===== src/rtl/fetch_unit.sv =====
// Instruction fetch stage: drives the instruction memory address from the PC and
// registers the decoded instruction fields into the IF/ID entry for the decoder.
module fetch_unit (
  input  logic        clk,
  input  logic        reset,
  input  logic        start,
  input  logic        stall,
  input  logic        redirect,
  input  logic [7:0]  redirect_pc,
  output logic [7:0]  imem_addr,
  input  logic [8:0]  imem_data,
  output logic [3:0]  opcode,
  output logic        imm_flag,
  output logic [3:0]  operand,
  output logic [1:0]  format,
  output logic        if_valid,
  output logic [7:0]  if_pc,
  output logic        halted,
  output logic [15:0] fetch_count
);

  localparam int unsigned PC_W  = 8;
  localparam int unsigned OP_W  = 4;
  localparam int unsigned CNT_W = 16;
  localparam logic [OP_W-1:0] OP_HALT = 4'hE;

  typedef enum logic [1:0] {IDLE, RUN, HALTED} state_t;

  state_t            state;
  logic [PC_W-1:0]   pc;
  logic [OP_W-1:0]   dec_opcode;
  logic [1:0]        dec_format;

  assign imem_addr  = pc;
  assign dec_opcode = imem_data[8:5];

  // Instruction format class from the opcode; unlisted opcodes fall in class 0.
  always_comb begin
    dec_format = 2'b00;
    case (dec_opcode)
      4'h2, 4'hA, 4'hB, 4'hC, 4'hF: dec_format = 2'b01;
      4'h0, 4'h3:                   dec_format = 2'b10;
      4'h1, 4'h4, 4'hE:             dec_format = 2'b11;
      default:                      dec_format = 2'b00;
    endcase
  end

  always_ff @(posedge clk or posedge reset) begin
    if (reset) begin
      state       <= IDLE;
      pc          <= '0;
      opcode      <= '0;
      imm_flag    <= 1'b0;
      operand     <= '0;
      format      <= '0;
      if_pc       <= '0;
      if_valid    <= 1'b0;
      halted      <= 1'b0;
      fetch_count <= '0;
    end else begin
      case (state)
        IDLE: begin
          if_valid <= 1'b0;
          halted   <= 1'b0;
          pc       <= '0;
          if (start) state <= RUN;
        end
        RUN: begin
          if (redirect) begin
            pc       <= redirect_pc;
            if_valid <= 1'b0;
          end else if (!stall) begin
            opcode   <= dec_opcode;
            imm_flag <= imem_data[4];
            operand  <= imem_data[3:0];
            format   <= dec_format;
            if_pc    <= pc;
            if_valid <= 1'b1;
            if (fetch_count != {CNT_W{1'b1}}) fetch_count <= fetch_count + CNT_W'(1);
            // HALT is delivered to decode but the PC parks on its address.
            if (dec_opcode == OP_HALT) begin
              state  <= HALTED;
              halted <= 1'b1;
            end else begin
              pc <= pc + PC_W'(1);
            end
          end
        end
        HALTED: begin
          if_valid <= 1'b0;
          if (redirect) begin
            pc     <= redirect_pc;
            state  <= RUN;
            halted <= 1'b0;
          end else if (start) begin
            pc     <= '0;
            state  <= RUN;
            halted <= 1'b0;
          end
        end
        default: begin
          state    <= IDLE;
          if_valid <= 1'b0;
          halted   <= 1'b0;
        end
      endcase
    end
  end

endmodule

===== config.mk =====
export PLATFORM = sky130hd
export DESIGN_NAME = fetch_unit
export DESIGN_NICKNAME = d
export VERILOG_FILES = /design/src/rtl/fetch_unit.sv
export SDC_FILE = /design/constraint.sdc
export NUM_CORES = 1
export LEC_CHECK = 0
export BUFFER_PORTS_ARGS = -buffer_cell sky130_fd_sc_hd__buf_2
export CAP_MARGIN = 0
export CORE_MARGIN = 2
export CORE_UTILIZATION = 40
export CTS_CLUSTER_SIZE = 16
export DETAILED_ROUTE_END_ITERATION = 6
export GPL_ROUTABILITY_DRIVEN = 0
export PLACE_DENSITY_LB_ADDON = 0.3
export SLEW_MARGIN = 20
export SYNTH_ARGS = -nofsm -noshare
export SYNTH_HDL_FRONTEND = slang
export SYNTH_SLANG_ARGS = --single-unit

===== constraint.sdc =====
create_clock -name clk -period 5.8 [get_ports clk]
set_input_delay 0 -clock clk [delete_from_list [all_inputs] [get_ports clk]]
set_output_delay 0 -clock clk [all_outputs]
set_load 0.02 [all_outputs]

Yosys cells after proc, flatten, opt, wreduce, memory -nomap -nowiden
Memory sizes are Yosys's and may differ from the RTL's. A register that Yosys moved wholly into a read port is not among the register bits.
Index checks and enable logic that the tools add are counted.
{"block": "op_classes", "eq_ne": 10, "n_reduce_logical": 7, "muxes": 21, "bitwise": 2, "addsub": 2}
{"op": "8-bit 2-to-1 mux", "n": 5}
{"op": "8-bit one-hot mux with 3 select lines", "n": 1}
{"op": "16-bit by 1-bit adder with 16-bit output (second input constant)", "n": 1}
{"op": "16-bit != test (second input constant)", "n": 1}
{"op": "4-bit AND reduction", "n": 3}
{"op": "2-bit 2-to-1 mux", "n": 5}
{"op": "3-bit != test (second input constant)", "n": 3}
{"op": "8-bit by 1-bit adder with 8-bit output (second input constant)", "n": 1}
{"op": "1-bit 2-to-1 mux", "n": 8}
{"op": "2-bit != test (second input constant)", "n": 3}
{"op": "2-bit one-hot mux with 3 select lines", "n": 1}
{"op": "3-bit AND reduction", "n": 2}
{"op": "4-bit equality test (second input constant)", "n": 1}
{"op": "3-bit nonzero test", "n": 1}
{"op": "2-bit by 1-bit equality test with 1-bit output (second input constant)", "n": 1}
{"op": "2-bit equality test (second input constant)", "n": 1}
{"op": "2-bit logical NOT", "n": 1}
{"op": "1-bit inverter", "n": 2}
{"op": "1-bit one-hot mux with 2 select lines", "n": 1}
{"block": "totals", "elab_cells": 52, "mem_bits_ro": 32, "regBits": 45, "n_memories": 1}
{"memory": "(no name shown)", "depth": 16, "width": 2, "rd": 1, "rd_ports_with_merged_regs": 1, "write_ports": 0, "line_no": "40", "text": "case (dec_opcode)"}

Longest topological paths before layout
{"block": "depth", "word_depth": 5, "depth_mapped": 8, "depth_no_buf": 6}

Worst setup path after synthesis
Ideal clock, no wire load.
{"block": "synth_path", "path_kind": "register -> register", "startpoint": "register state[1]", "endpoint": "register fetch_count[12]", "synth_period_minus_slack_ns": 2.115, "t_arrival_ns": 1.987, "setup_time_ns": 0.128, "setup_slack_ns": 3.685, "path_buffers": 2, "stages_incl_launch_ff": 9, "cell_sequence": "dfrtp_1 inv_1 ha_1 buf_4 or3b_1 buf_2 nor3_4 nor3b_2 mux2_1"}
{"block": "synth_between", "elab_chain_len": 2}
{"element": "start: declaration", "line_no": "29", "text": "state_t state;"}
{"element": "start signal: assignment", "line_no": "50", "text": "state <= IDLE;"}
{"element": "start signal: assignment", "line_no": "66", "text": "if (start) state <= RUN;"}
{"element": "start signal: assignment", "line_no": "82", "text": "state <= HALTED;"}
{"element": "2-bit by 1-bit equality test with 1-bit output", "line_no": "61", "text": "case (state)"}
{"element": "4-bit AND reduction (no source line)"}
{"element": "end signal: assignment", "line_no": "79", "text": "if (fetch_count != {CNT_W{1'b1}}) fetch_count <= fetch_count + CNT_W'(1);"}
{"element": "end: declaration", "line_no": "19", "text": "output logic [15:0] fetch_count"}
Every way passes these cells.
A chain may end at the register's enable or synchronous reset.

Worst setup path after layout
Same ends and word-level chain as after synthesis.

==> results.md <==
Route:
- The number of design rule violations left after detail routing is 0.
- The number of search-and-repair iterations in the first detailed-routing pass is 4.
- Once detail routing completed, the nets flagged for antenna violations numbered 0.
- After detailed routing, the average wire length per cell comes to between 10 and 15 um.
- After detailed routing, the total wire length is about 5700 um.
- In the routed layout, each cell is associated on average with a via count of 5.28.
- For this block, the via count after detailed routing is about 2200.
- The violation count after the first detailed-route iteration is 83.

Synth:
- Yosys printed 0 warnings.
- The synthesized instance count is 260.
- After synthesis, the most frequently instantiated cells are sky130_fd_sc_hd__nand2_1, sky130_fd_sc_hd__dfrtp_1, sky130_fd_sc_hd__nor2_1.
- Synthesis instantiated 50 different standard cells from the library.
- Among all flip-flop cells after synthesis, the most frequent one is sky130_fd_sc_hd__dfrtp_1.
- When the netlist entered floorplanning its net count stood at a little under 300.
- The cell with the most instances after synthesis is sky130_fd_sc_hd__nand2_1.
- The register bit count reported by yosys is between 40 and 50.
- Summing every instance area after synthesis gives approximately 2500 sq um.
- The sequential fraction of the synthesis area is 47.7%.
- Summed over its instances, the top area cell type makes up a little under half of the synthesized netlist area.
- In this run, synthesis inferred 0 flip-flops with an integrated enable.
- In the post-synthesis netlist, the biggest area contributors are sky130_fd_sc_hd__dfrtp_1, sky130_fd_sc_hd__nand2_1, sky130_fd_sc_hd__ha_1.
- The library cell occupying the most area in the post-synthesis netlist is sky130_fd_sc_hd__dfrtp_1.
- For this run, asynchronously set or reset flops after synthesis account for 100%.
- In this run the mean area of a mapped cell was between 9 and 10 sq um.

STA:
- In this run the tightest slew margin relative to its limit is 44.9%.
- The number of pins with negative max-slew slack in the final report was 0.
- The final hold violation count is 0.
- After routing, the total negative slack on setup checks comes to 0 ps.
- The fmax is about 410 MHz.
- Setup violations remaining at the end of the flow were counted as 0.
- The clock arrives with between 10 and 15 ps of skew.
- The slew at the pin closest to its max-slew limit is ~830 ps.
- The worst path needs between 2000 and 2500 ps of the cycle, external delays included.
- Setup repair after global routing left no endpoint under its margin.
- Across all setup checks in the final design, the least slack found is 3360 ps.
- The ratio of final minimum period to clock period is between 40% and 50%.

Power:
- In this run switching power makes up a little over two fifths of total power.
- The clock network is responsible for ~18% of the overall power.
- Combinational logic burns between 30% and 40% of the power.
- The analysis attributes to cell leakage a power of 1.60 nW.
- The share of total power dissipated in sequential elements is 42.2%.
- The analysis attributes to net switching a power of about 500 uW.
- The worst-case IR drop observed on VDD is about 0.16 mV.
- The internal portion of the total power is between 700 and 800 uW.
- The power per cell area is approximately 400 nW/um^2.

CTS:
- In this run the number of H-tree levels came out at 2.
- The count of instances resized after the clock tree is built is 0.
- The TritonCTS clock tree is done.
- The clock tree root driver cell is sky130_fd_sc_hd__clkbuf_8.
- Clock latency on the worst-skew pair, taken at its later pin, is 300 ps.
- Clock tree synthesis inserted a total of 5 buffers.
- The maximum clock insertion buffer count is 2.
- The total clock sinks is 47.
- The clock-pin slew reported for the worst setup and hold paths after clock tree synthesis is approximately 90 ps.

Finish:
- The post-synthesis to final-layout area growth is 24.2%.
- Across the whole layout, storage elements account for ~1200 sq um.
- In the final design database the tool counted between 300 and 400 nets.
- The post-route netlist has between 20 and 30% of its cells at a drive strength greater than 1.
- In the final layout, the multi-input gates occupy roughly 1200 sq um.
- The antenna diode count is 0.
- The total of fill cells in the finished design is about 570.

Global route:
- The first global-routing pass estimated between 9000 and 10000 um of wire.
- The global routing usage on met3 is 3.80%.
- The global routing usage on met1 is between 20% and 30%.
- met2 is the most crowded layer.
- The total global-route track usage is approximately 18%.
- Entering global routing, the biggest net connects 48 pins.
- The met2 track demand over resource is between 30% and 40%.
- Global routing finished with a remaining overflow of 0.
- The initial antenna violation count is 0.
- The via count of the first global-routing pass came to between 2000 and 2500.

Worst setup path:
- The slack of the worst reg-to-reg path is between 3000 and 4000 ps.
- The data required time at the worst endpoint is 5990 ps.
- The critical path goes through inv_1, ha_1, or3b_1, buf_4, nor3_4, nor3b_2, mux2_1.
- The slowest library cell on the worst path is sky130_fd_sc_hd__dfrtp_1.
- The kind of cell adding the most delay to the critical path is simple AND/OR/NAND/NOR gates.
- The critical path class is reg -> reg.
- The worst setup path is captured at a flip-flop.
- The largest single stage delay on the critical path is about 400 ps.
- The critical path buffer and inverter count is 2.
- The data arrival time at the worst-slack endpoint is ~2600 ps.
- The biggest fanout along the worst timing path is 25.
- STA classifies the critical path startpoint as a flip-flop.

Floorplan:
- The die is 82.5 um wide.
- The number of cell rows is 28.
- The starting density of the core is between 40% and 50%.
- The core area is between 5000 and 6000 sq um.
- The floorplan die area is ~6800 sq um.
- 67 I/O pins were placed.
- The floorplan step set the die height to around 83 um.

Worst hold path:
- The tightest min-delay check is of the in -> reg type.

Placement:
- During placement, the flow inserted port buffers numbering 66.
- Detailed placement finished with a half-perimeter wire length of 4020 um.
- Before CTS, the worst setup slack after placement is 3360 ps.

Job:
- Max-cap violations in this run came to 0.

Outcome:
- The flow ran to the end, and the final reports show no timing, DRC or antenna violations.
==> power by group through the flow <==
stage                     Clock [mW]  Sequential [mW]  Combinational, mW
after floorplan                    0            0.627              0.215
after global placement             0            0.521              0.478
after detailed placement           0            0.523              0.485
after CTS                      0.228            0.516              0.493
after global routing           0.240            0.532              0.544
final                          0.220            0.516              0.487
==> final cells by class <==
cell class              count  share of cell area [%]
flip-flops and latches     47                    38.4
repair buffers             77                    14.2
clock inverters             1                   0.245
clock buffers               7                    3.15
inverters                   9                    1.14
well taps                  75                    3.06
multi-input cells         195                    39.8
==> state kept, by name, indices dropped and copies added, names as in the netlist <==
name	cells
fetch_count	16
format	2
operand	4
if_valid	1
imem_addr	8
imm_flag	1
halted	1
if_pc	8
state	2
opcode	4
==> routing by layer <==
layer	part of all wire [%]	vias up
met5	0	-
met4	0.93	0
met3	5.3	5
met2	47	60
met1	47	1020
li1	-	1085
==> worst register-to-register path, cell delays in order (launching register included) <==
cell and delay (ps):
sky130_fd_sc_hd__dfrtp_1 400, sky130_fd_sc_hd__inv_1 100, sky130_fd_sc_hd__ha_1 360, sky130_fd_sc_hd__or3b_1 390
sky130_fd_sc_hd__buf_4 230, sky130_fd_sc_hd__nor3_4 300, sky130_fd_sc_hd__nor3b_2 220, sky130_fd_sc_hd__mux2_1 330
==> path summary, 6_finish.rpt <==
| kind | to | depth (start not counted) | from |
|---|---|---|---|
| min in group asynchronous | fetch_count[10] | 3 | reset |
| min | opcode[0] | 3 | imem_data[5] |
| max in group asynchronous | state[1] | 3 | reset |
| max reg2reg | fetch_count[12] | 7 | state[1] |
| min reg2reg | if_pc[0] | 2 | if_pc[0] |
| max | fetch_count[12] | 7 | state[1] |
==> kinds of logic (layout without fill, tap and decap cells) <==
kind of cell	after synthesis	after routing	share of synthesized area (%)
fa+ha+maj	9	9	4.57
xor+xnor	8	8	2.84
flops	47	47	47.7
compound gates	55	55	15.2
simple gates	118	118	24.0
buf+inv	18	94	2.94
mux	5	5	2.69
==> repair_timing <==
action	CTS	global route
setup buffers	0	0
endpoints found under the hold margin	55	0
hold buffers	9	0
==> per-stage QoR <==
step / hold WS (ps) / power (mW) / area [sq um] / instances / utilization [%]
global placement: 191 / 0.999 / 2870 / 394 / 48.1
floorplan: 105 / 0.842 / 2470 / 260 / -
global route: 41.1 / 1.32 / 3060 / 411 / 51.4
finish: 42.7 / 1.22 / 3060 / 411 / 51.4
CTS: 34.3 / 1.24 / 3060 / 411 / 51.4
detailed placement: 195 / 1.01 / 2870 / 394 / 48.1
==> cell usage in the layout (no fill, tap or decap), drive strengths merged, types with 2 or more instances in the layout <==
cell         netlist  routed
buf                3      68
xnor2              2       2
nor2b              4       4
nand2             58      58
o31ai             12      12
and3               3       3
nor3               6       6
a41oi              4       4
nor2              14      14
nor4               2       2
xor2               6       6
inv                9       8
o211ai             2       2
and2               2       2
o21bai             2       2
a21oi              7       7
a21boi             2       2
a32oi              2       2
nand3              9       9
mux2               3       3
ha                 9       9
clkbuf             6       7
dlygate4sd3        0       9
nand4              6       6
a22oi              4       4
o21ai             11      11
o21a               2       2
nand2b             2       2
and4               4       4
dfrtp             47      47
a31oi              3       3
nor3b              4       4
No activity file was read; power rests on OpenSTA's default activity.
